$ cat src/rtl/hazard_ctrl_if.sv
// hazard_ctrl_if -- decode-side hazard bus between the ID stage and hazard_ctrl.
//
// Parameter: CNT_W  width of the stall counter (must match the controller).
// Signals (master = decode stage / driver, slave = hazard_ctrl):
//   id_valid, id_rs, id_rt, id_use_rs, id_use_rt, id_dst, id_wr, id_is_load,
//   redirect, clr_stats                      : master -> slave
//   stall, flush, fwd_a, fwd_b, stall_cnt    : slave  -> master
interface hazard_ctrl_if #(
  parameter int CNT_W = 16
);
  logic             id_valid;
  logic [4:0]       id_rs;
  logic [4:0]       id_rt;
  logic             id_use_rs;
  logic             id_use_rt;
  logic [4:0]       id_dst;
  logic             id_wr;
  logic             id_is_load;
  logic             redirect;
  logic             clr_stats;
  logic             stall;
  logic             flush;
  logic [2:0]       fwd_a;
  logic [2:0]       fwd_b;
  logic [CNT_W-1:0] stall_cnt;

  modport master (
    output id_valid, id_rs, id_rt, id_use_rs, id_use_rt, id_dst, id_wr,
           id_is_load, redirect, clr_stats,
    input  stall, flush, fwd_a, fwd_b, stall_cnt
  );

  modport slave (
    input  id_valid, id_rs, id_rt, id_use_rs, id_use_rt, id_dst, id_wr,
           id_is_load, redirect, clr_stats,
    output stall, flush, fwd_a, fwd_b, stall_cnt
  );
endinterface

$ cat src/rtl/hazard_ctrl.sv
// hazard_ctrl -- scoreboard-based hazard controller beside the decode stage.
//
// Tracks every in-flight register write in a DEPTH-entry destination
// scoreboard (entry 1 = EX ... entry DEPTH = WB) and derives per-operand
// forwarding selects, load-use stalls, redirect flushes and a saturating
// stall-cycle counter.
//
// Parameters:
//   DEPTH    stages after decode holding an unwritten result (1..4)
//   LOAD_LAT load data forwardable only from stage index > LOAD_LAT
//   CNT_W    stall counter width
// Ports:
//   clk  core clock, rst synchronous active-high reset
//   bus  hazard_ctrl_if.slave (decode inputs, stall/flush/fwd/stall_cnt out)
// Build option:
//   HAZARD_FWD_EN  defined   -> forwarding enabled, only load-use stalls
//                  undefined -> no forwarding, any in-flight match stalls
module hazard_ctrl #(
  parameter int DEPTH    = 2,
  parameter int LOAD_LAT = 1,
  parameter int CNT_W    = 16
) (
  input  logic         clk,
  input  logic         rst,
  hazard_ctrl_if.slave bus
);

`ifdef HAZARD_FWD_EN
  localparam bit FWD_EN = 1'b1;
`else
  localparam bit FWD_EN = 1'b0;
`endif

  // Scoreboard entries, index 1 = youngest (EX).
  logic       v_q   [1:DEPTH];
  logic [4:0] dst_q [1:DEPTH];
  logic       ld_q  [1:DEPTH];
  logic       v_d   [1:DEPTH];
  logic [4:0] dst_d [1:DEPTH];
  logic       ld_d  [1:DEPTH];

  logic [CNT_W-1:0] stall_cnt_q;
  logic [CNT_W-1:0] stall_cnt_d;

  logic       stall_c;
  logic       enter_c;
  logic [4:0] src   [2];
  logic       use_s [2];

  assign src[0]   = bus.id_rs;
  assign src[1]   = bus.id_rt;
  assign use_s[0] = bus.id_use_rs;
  assign use_s[1] = bus.id_use_rt;

  // Per-operand lookup: the youngest matching writer wins, so the search
  // runs oldest-to-youngest and the last hit overwrites earlier ones.
  for (genvar gi = 0; gi < 2; gi++) begin : g_op
    logic       found;
    logic       ld_early;
    logic [2:0] hit;
    logic       hz;
    logic [2:0] fwd;

    always_comb begin
      found    = 1'b0;
      ld_early = 1'b0;
      hit      = 3'd0;
      for (int k = DEPTH; k >= 1; k--) begin
        if (v_q[k] && dst_q[k] == src[gi]) begin
          found    = 1'b1;
          hit      = 3'(k);
          ld_early = ld_q[k] && (k <= LOAD_LAT);
        end
      end
      // $0 is never looked up, and unused operands never match.
      if (!use_s[gi] || src[gi] == 5'd0) begin
        found = 1'b0;
      end
      // Without forwarding every match is a hazard; with it only a load
      // whose data is not yet available stalls.
      hz  = found && (!FWD_EN || ld_early);
      fwd = (FWD_EN && found && !ld_early) ? hit : 3'd0;
    end
  end

  assign stall_c = bus.id_valid && !bus.redirect && (g_op[0].hz || g_op[1].hz);
  // A stalled or flushed ID instruction enters as a bubble.
  assign enter_c = bus.id_valid && bus.id_wr && (bus.id_dst != 5'd0) &&
                   !stall_c && !bus.redirect;

  always_comb begin
    for (int k = 1; k <= DEPTH; k++) begin
      if (k == 1) begin
        v_d[k]   = enter_c;
        dst_d[k] = enter_c ? bus.id_dst : 5'd0;
        ld_d[k]  = enter_c && bus.id_is_load;
      end else begin
        v_d[k]   = v_q[k-1];
        dst_d[k] = dst_q[k-1];
        ld_d[k]  = ld_q[k-1];
      end
    end
  end

  // Clear beats increment; the count sticks at all-ones.
  always_comb begin
    stall_cnt_d = stall_cnt_q;
    if (bus.clr_stats) begin
      stall_cnt_d = '0;
    end else if (stall_c && stall_cnt_q != '1) begin
      stall_cnt_d = stall_cnt_q + 1'b1;
    end
  end

  always_ff @(posedge clk) begin
    if (rst) begin
      for (int k = 1; k <= DEPTH; k++) begin
        v_q[k]   <= 1'b0;
        dst_q[k] <= 5'd0;
        ld_q[k]  <= 1'b0;
      end
      stall_cnt_q <= '0;
    end else begin
      for (int k = 1; k <= DEPTH; k++) begin
        v_q[k]   <= v_d[k];
        dst_q[k] <= dst_d[k];
        ld_q[k]  <= ld_d[k];
      end
      stall_cnt_q <= stall_cnt_d;
    end
  end

  assign bus.stall     = stall_c;
  assign bus.flush     = bus.redirect;
  assign bus.fwd_a     = g_op[0].fwd;
  assign bus.fwd_b     = g_op[1].fwd;
  assign bus.stall_cnt = stall_cnt_q;

endmodule

$ cat src/flat_wrapper.sv
// flat-port wrapper written by rule: the top's interface ports become plain ports
module hazard_ctrl_flat 
#(
  parameter int DEPTH    = 2,
  parameter int LOAD_LAT = 1,
  parameter int CNT_W    = 16
)
  (clk, rst, bus_id_valid, bus_id_rs, bus_id_rt, bus_id_use_rs, bus_id_use_rt, bus_id_dst, bus_id_wr, bus_id_is_load, bus_redirect, bus_clr_stats, bus_stall, bus_flush, bus_fwd_a, bus_fwd_b, bus_stall_cnt);
  hazard_ctrl_if #(.CNT_W(CNT_W)) bus_i ();
  input  logic clk;
  input  logic rst;
  input wire logic [$bits(bus_i.id_valid)-1:0] bus_id_valid;
  input wire logic [$bits(bus_i.id_rs)-1:0] bus_id_rs;
  input wire logic [$bits(bus_i.id_rt)-1:0] bus_id_rt;
  input wire logic [$bits(bus_i.id_use_rs)-1:0] bus_id_use_rs;
  input wire logic [$bits(bus_i.id_use_rt)-1:0] bus_id_use_rt;
  input wire logic [$bits(bus_i.id_dst)-1:0] bus_id_dst;
  input wire logic [$bits(bus_i.id_wr)-1:0] bus_id_wr;
  input wire logic [$bits(bus_i.id_is_load)-1:0] bus_id_is_load;
  input wire logic [$bits(bus_i.redirect)-1:0] bus_redirect;
  input wire logic [$bits(bus_i.clr_stats)-1:0] bus_clr_stats;
  output wire logic [$bits(bus_i.stall)-1:0] bus_stall;
  output wire logic [$bits(bus_i.flush)-1:0] bus_flush;
  output wire logic [$bits(bus_i.fwd_a)-1:0] bus_fwd_a;
  output wire logic [$bits(bus_i.fwd_b)-1:0] bus_fwd_b;
  output wire logic [$bits(bus_i.stall_cnt)-1:0] bus_stall_cnt;
  assign bus_i.id_valid = bus_id_valid;
  assign bus_i.id_rs = bus_id_rs;
  assign bus_i.id_rt = bus_id_rt;
  assign bus_i.id_use_rs = bus_id_use_rs;
  assign bus_i.id_use_rt = bus_id_use_rt;
  assign bus_i.id_dst = bus_id_dst;
  assign bus_i.id_wr = bus_id_wr;
  assign bus_i.id_is_load = bus_id_is_load;
  assign bus_i.redirect = bus_redirect;
  assign bus_i.clr_stats = bus_clr_stats;
  assign bus_stall = bus_i.stall;
  assign bus_flush = bus_i.flush;
  assign bus_fwd_a = bus_i.fwd_a;
  assign bus_fwd_b = bus_i.fwd_b;
  assign bus_stall_cnt = bus_i.stall_cnt;
  hazard_ctrl #(.DEPTH(DEPTH), .LOAD_LAT(LOAD_LAT), .CNT_W(CNT_W)) u_core (.clk(clk), .rst(rst), .bus(bus_i));
endmodule
$ cat config.mk
export PLATFORM = sky130hd
export DESIGN_NAME = hazard_ctrl_flat
export DESIGN_NICKNAME = d
export VERILOG_FILES = /design/src/rtl/hazard_ctrl_if.sv /design/src/rtl/hazard_ctrl.sv /design/src/flat_wrapper.sv
export SDC_FILE = /design/constraint.sdc
export NUM_CORES = 1
export LEC_CHECK = 0
export ABC_AREA = 1
export CORE_MARGIN = 8
export CORE_UTILIZATION = 49
export CTS_BUF_LIST = sky130_fd_sc_hd__clkbuf_8 sky130_fd_sc_hd__clkbuf_16
export CTS_CLUSTER_DIAMETER = 100
export DETAILED_ROUTE_END_ITERATION = 10
export HOLD_SLACK_MARGIN = 0.03
export PLACE_DENSITY = 0.8
export SETUP_SLACK_MARGIN = 0.5
export SLEW_MARGIN = 40
export SYNTH_ARGS = -nofsm -noshare
export SYNTH_HDL_FRONTEND = slang
export SYNTH_SLANG_ARGS = --single-unit
$ cat constraint.sdc
create_clock -name clk -period 2.39 [get_ports clk]
set_input_delay 0.717 -clock clk [delete_from_list [all_inputs] [get_ports clk]]
set_output_delay 0.717 -clock clk [all_outputs]
set_load 0.1 [all_outputs]
Word level (Yosys, flattened, before mapping) --
Memory sizes are Yosys's and may differ from the RTL's. Index checks and enable logic that the tools add are counted.
Word-level totals: bits in registers 16, bits in writable memories 12, input port bits 24, output and inout port bits 24, logic and storage cells 49, memories 2
Cells by class: $add $sub $neg 1, equality and inequality tests 5, muxes and demuxes 14, bitwise logic cells 4, reduce and logical (&&, ||, !) cells 22
Memory list:
- u_core.dst_q | depth 2, width 5, read ports 2, clocked after Yosys merged registers in 0, write ports 2, line hazard_ctrl.sv:36 | logic [4:0] dst_q [1:DEPTH];
- u_core.v_q | depth 2, width 1, read ports 2, clocked after Yosys merged registers in 0, write ports 2, line hazard_ctrl.sv:35 | logic v_q [1:DEPTH];
Operators with widths (count):
- equality test 5 bit | 4
- adder 16 x 1 -> 16 bit, second input constant | 1
- inequality test 16 bit, second input constant | 1
- 2-to-1 mux 5 bit | 3
- logical AND 1 bit | 11
- 2-to-1 mux 1 bit | 11
- zero test 5 bit | 2
- nonzero test 5 bit | 1
- zero test 1 bit | 4
- bitwise OR 1 bit | 4
- logical OR 1 bit | 3
- OR reduction 2 bit | 1

Logic depth before layout (Yosys ltp) --
An unclocked memory read counts as a cell.
word-level depth 13, mapped depth 13, gate-level depth less buffers 12

Worst setup path after synthesis --
No wires, ideal clock.
path type input to output, start point input bus_id_rs[2], end point output bus_stall, arrival 2024 ps, data required time 1673 ps, slack -351 ps, stages 11, buffers on the path 1, cells stage by stage inv_1 > nand2_1 > nand2_1 > nor2_1 > nand3_1 > nand2_1 > nand2_1 > nand2_4 > buf_4 > nand2_1 > inv_1
On the way: cells in the longest elaborated chain, start to end 7, elaborated cells between the ends (all ways) 11, those cells by class eq/ne (2); mux (3); reduce/logical (6)
Ends and longest elaborated chain:
- start, declared | line flat_wrapper.sv:13 | input wire logic [$bits(bus_i.id_rs)-1:0] bus_id_rs;
- equality test 5 bit | line hazard_ctrl.sv:69 | if (v_q[k] && dst_q[k] == src[gi]) begin
- logical AND 1 bit | line hazard_ctrl.sv:69
- 2-to-1 mux 1 bit (2 in series) | line hazard_ctrl.sv:69
- 2-to-1 mux 1 bit * | line hazard_ctrl.sv:76 | if (!use_s[gi] || src[gi] == 5'd0) begin
- logical OR 1 bit * | line hazard_ctrl.sv:86 | assign stall_c = bus.id_valid && !bus.redirect && (g_op[0].hz || g_op[1].hz);
- logical AND 1 bit * | line hazard_ctrl.sv:86
- end, declared | line flat_wrapper.sv:22 | output wire logic [$bits(bus_i.stall)-1:0] bus_stall;
Mark *: on every way between the ends. The rest lies on a longest branch, timed or not.

Final worst setup path --
start point input bus_id_rs[1], end point output bus_stall
The elaborated chain is that of the path after synthesis.

==> impl_metrics.py <==
metrics = {
    "run_status": {
        "status": "complete, but fails checks",
        "violations": "negative setup slack",
    },
    "sta": {
        "clock_skew_ns": 0.003263,
        "tightest_slew_ns": 0.5339,
        "max_freq_mhz": 407.2,
        "post-route-period-util": 1.028,
        "finalMaxSlewViolations": 0,
        "slew_headroom": 0.6408,
        "finalWorstSetupSlack_ns": -0.06606,
        "setup_viol": 1,
        "whs_ns": 0.4641,
        "finalSetupTns_ns": -0.06606,
        "min_period_ns": 2.456,
        "rsz0062_at_grt": "yes",
        "hold_violations": 0,
    },
    "power_and_ir_drop": {
        "ir_drop_mv": 0.2398,
        "power_switching_uw": 262.6,
        "power.density_nw_per_um2": 347.6,
        "totalPowerFinal_uw": 928.5,
        "leakagePower_nw": 1.323,
        "pwr-share-comb": 0.219,
        "p_int_uw": 665.9,
        "pwr-share-seq": 0.508,
        "swShare": 0.2828,
        "clkPwrFrac": 0.273,
    },
    "grt": {
        "grt-ovfl-total": 0,
        "grt_pass1_vias": 1951,
        "gr-usage-all-layers": 0.1539,
        "antenna_found_initial": 0,
        "grt_pass1_wl_um": 8045,
        "grt_max_degree": 24,
    },
    "clock_network": {
        "cts.clk_slew.worst_paths_ns": 0.09,
        "cts_sinks": 28,
        "cts_tree": "built",
        "htree_num_levels": 1,
        "ctsHoldBuffers": 0,
        "cts_root_buf": "clkbuf_8",
        "cts_inserted_buffers": 3,
        "clock_latency_ns": 0.27,
        "clk_path_buf_depth": 2,
    },
    "placed_design": {
        "hpwl_um": 3732,
        "portBuffers": 40,
        "gp_congestion": 0.8531,
        "post-place-cells": 423,
    },
    "logic_synthesis": {
        "ys_seq_area_frac": 0.2907,
        "yosysWarnings": 0,
        "yosys.area.top_type_share": 0.2907,
        "synth.area.top_cells": "dfxtp_1 29%, nand2_1 21%, inv_1 12%, nor2_1 12%, nand3_1 4.9%",
        "synth_fa_ha_area_frac": 0.006489,
        "synth_ff_type": "dfxtp_1",
        "synth_top_family_by_area": "simple AND/OR/NAND/NOR gates",
        "synth_mux_area_frac": 0,
        "synth_cells": 334,
        "ys_types": 28,
        "synthSimpleGateAreaFrac": 0.4945,
        "synth_edf_count": 0,
        "synth-xor-area-share": 0.009085,
        "yosysTopAreaCell": "dfxtp_1",
        "ys_seq_elements": 28,
        "syn-cell-area_um2": 1928,
        "avgSynthCellArea_um2": 5.773,
        "ys_async_sr_fraction": 0,
        "synth-compound-area-share": 0.01493,
    },
    "route": {
        "remaining_drc_errors": 0,
        "wl_per_cell_um": 12.18,
        "avgViaCountPerCell": 4.834,
        "via_count": 2127,
        "ant_nets": 0,
        "totalWireLength_um": 5359,
        "dr.first_iter.drc_count": 175,
        "dr.pass1.iters": 4,
    },
    "critical_path": {
        "reg2reg_slack_ns": 0.61,
        "cp_data_arrival_time_ns": 1.74,
        "cp-start-kind": "input pin",
        "path_class": "in -> out",
        "critPathRequiredTime_ns": 1.67,
        "worstSetupEndpointType": "output pin",
        "cp_max_fo": 3,
    },
    "final_layout": {
        "drive_above_1_share": 0.2949,
        "diodes": 0,
        "fillers": 344,
        "layout-area-overhead-vs-synth_pct": 38.55,
        "final_nets": 417,
        "fin_cells": 440,
    },
    "floorplanning": {
        "rows": 23,
        "die_h_um": 78.73,
        "dieArea_um2": 6198,
        "boundaryPins": 48,
        "core_area_um2": 3885,
        "chipWidth_um": 78.73,
        "initial_core_util": 0.4963,
    },
    "min_path": {
        "hp-class": "reg -> reg",
    },
    "run": {
        "maxCapViolCount": 0,
    },
}
## kinds of logic after synthesis
| kind of cell | count (synthesis) |
|---|---|
| AO/OA/AOI/OAI | 5 |
| other | 1 |
| XOR/XNOR | 2 |
| AND/OR/NAND/NOR | 217 |
| flip-flops | 28 |
| adder cells (fa/ha/maj) | 1 |
| buffers and inverters | 80 |
## metrics by stage
step | utilization | setup WS [ns] | area, µm²
global route | 0.6876 | -0.1273 | 2671
detailed placement | 0.6167 | -0.4587 | 2396
finish | 0.6876 | -0.06606 | 2671
CTS | 0.6193 | -0.06072 | 2406
floorplan | - | -0.07917 | 2001
global placement | 0.6167 | -0.4503 | 2396
## state kept, by name, summed over array words and instances (netlist names)
| name | count |
|---|---|
| u_core.bus.stall_cnt | 16 |
| u_core.dst_q | 10 |
| u_core.v_q | 2 |
## path summary, 6_finish.rpt
path | endpoint | start | depth (start not counted)
setup / recovery | bus_stall | bus_id_rs[1] | 12
hold / removal | u_core.v_q[2] | u_core.v_q[1] | 2
setup reg to reg | u_core.bus.stall_cnt[1] | u_core.dst_q[1][1] | 13
hold reg to reg | u_core.v_q[2] | u_core.v_q[1] | 2
## what timing repair did
action,in CTS,in global routing
setup endpoints to repair,24,20
setup buffers,0,11
resized for setup,52,39
pin swaps,16,19
endpoints found under the hold margin,0,0
cloned,0,3
## layout by cell type (no fill, tap or decap), drive strengths merged
master,count
nand2,109
nor2,66
inv,64
buf,50
dfxtp,28
nand3,22
nand4,15
clkdlybuf4s50,9
conb,6
o21ai,4
clkbuf,4
nor3,4
xor2,2
clkinvlp,1
clkinv,1
nor4,1
o2111ai,1
or2,1
ha,1
dlygate4sd2,1
## worst max-delay path, cell delays in order
cell and delay (ns):
buf_6 0.09, buf_8 0.13, nand2_2 0.05, nand2_1 0.05, nor2_1 0.11, nand3_1 0.09, nand2_1 0.08, nand2_2 0.06
nand2_4 0.07, nand2_4 0.05, clkinvlp_4 0.08, buf_12 0.17
## layer usage
metal	track usage	wire length (µm)	share of wire	vias to the layer above
met1	0.1772	2313	0.43	945
met5	0	0	0	-
met3	0.03612	351	0.065	4
li1	-	-	-	1108
met4	0.04815	41	0.0077	0
met2	0.2742	2653	0.50	70
## power groups by stage
stage | registers, mW | logic (mW) | clock network [mW]
after floorplan | 0.482 | 0.111 | 0
after global placement | 0.482 | 0.166 | 0
after detailed placement | 0.482 | 0.166 | 0
after CTS | 0.471 | 0.161 | 0.264
after global routing | 0.472 | 0.218 | 0.285
final | 0.471 | 0.203 | 0.254
## Yosys cell counts, types with 3 or more instances
cell,n
nand3_1,19
nand2_1,107
nor2_1,60
inv_1,60
dfxtp_1,28
o21ai_1,3
inv_2,5
nor2_2,6
clkbuf_1,3
buf_4,8
nand4_1,15
## final cells by class
class	count	area (µm²)	share of cell area
Sequential cell	28	578.1	0.2164
Inverter	66	270.3	0.1012
Timing Repair Buffer	61	593.1	0.2220
Tap cell	50	62.56	0.02342
Clock buffer	3	41.29	0.01546
Multi-Input combinational cell	232	1126	0.4215
(Power assumes the default switching activity.)
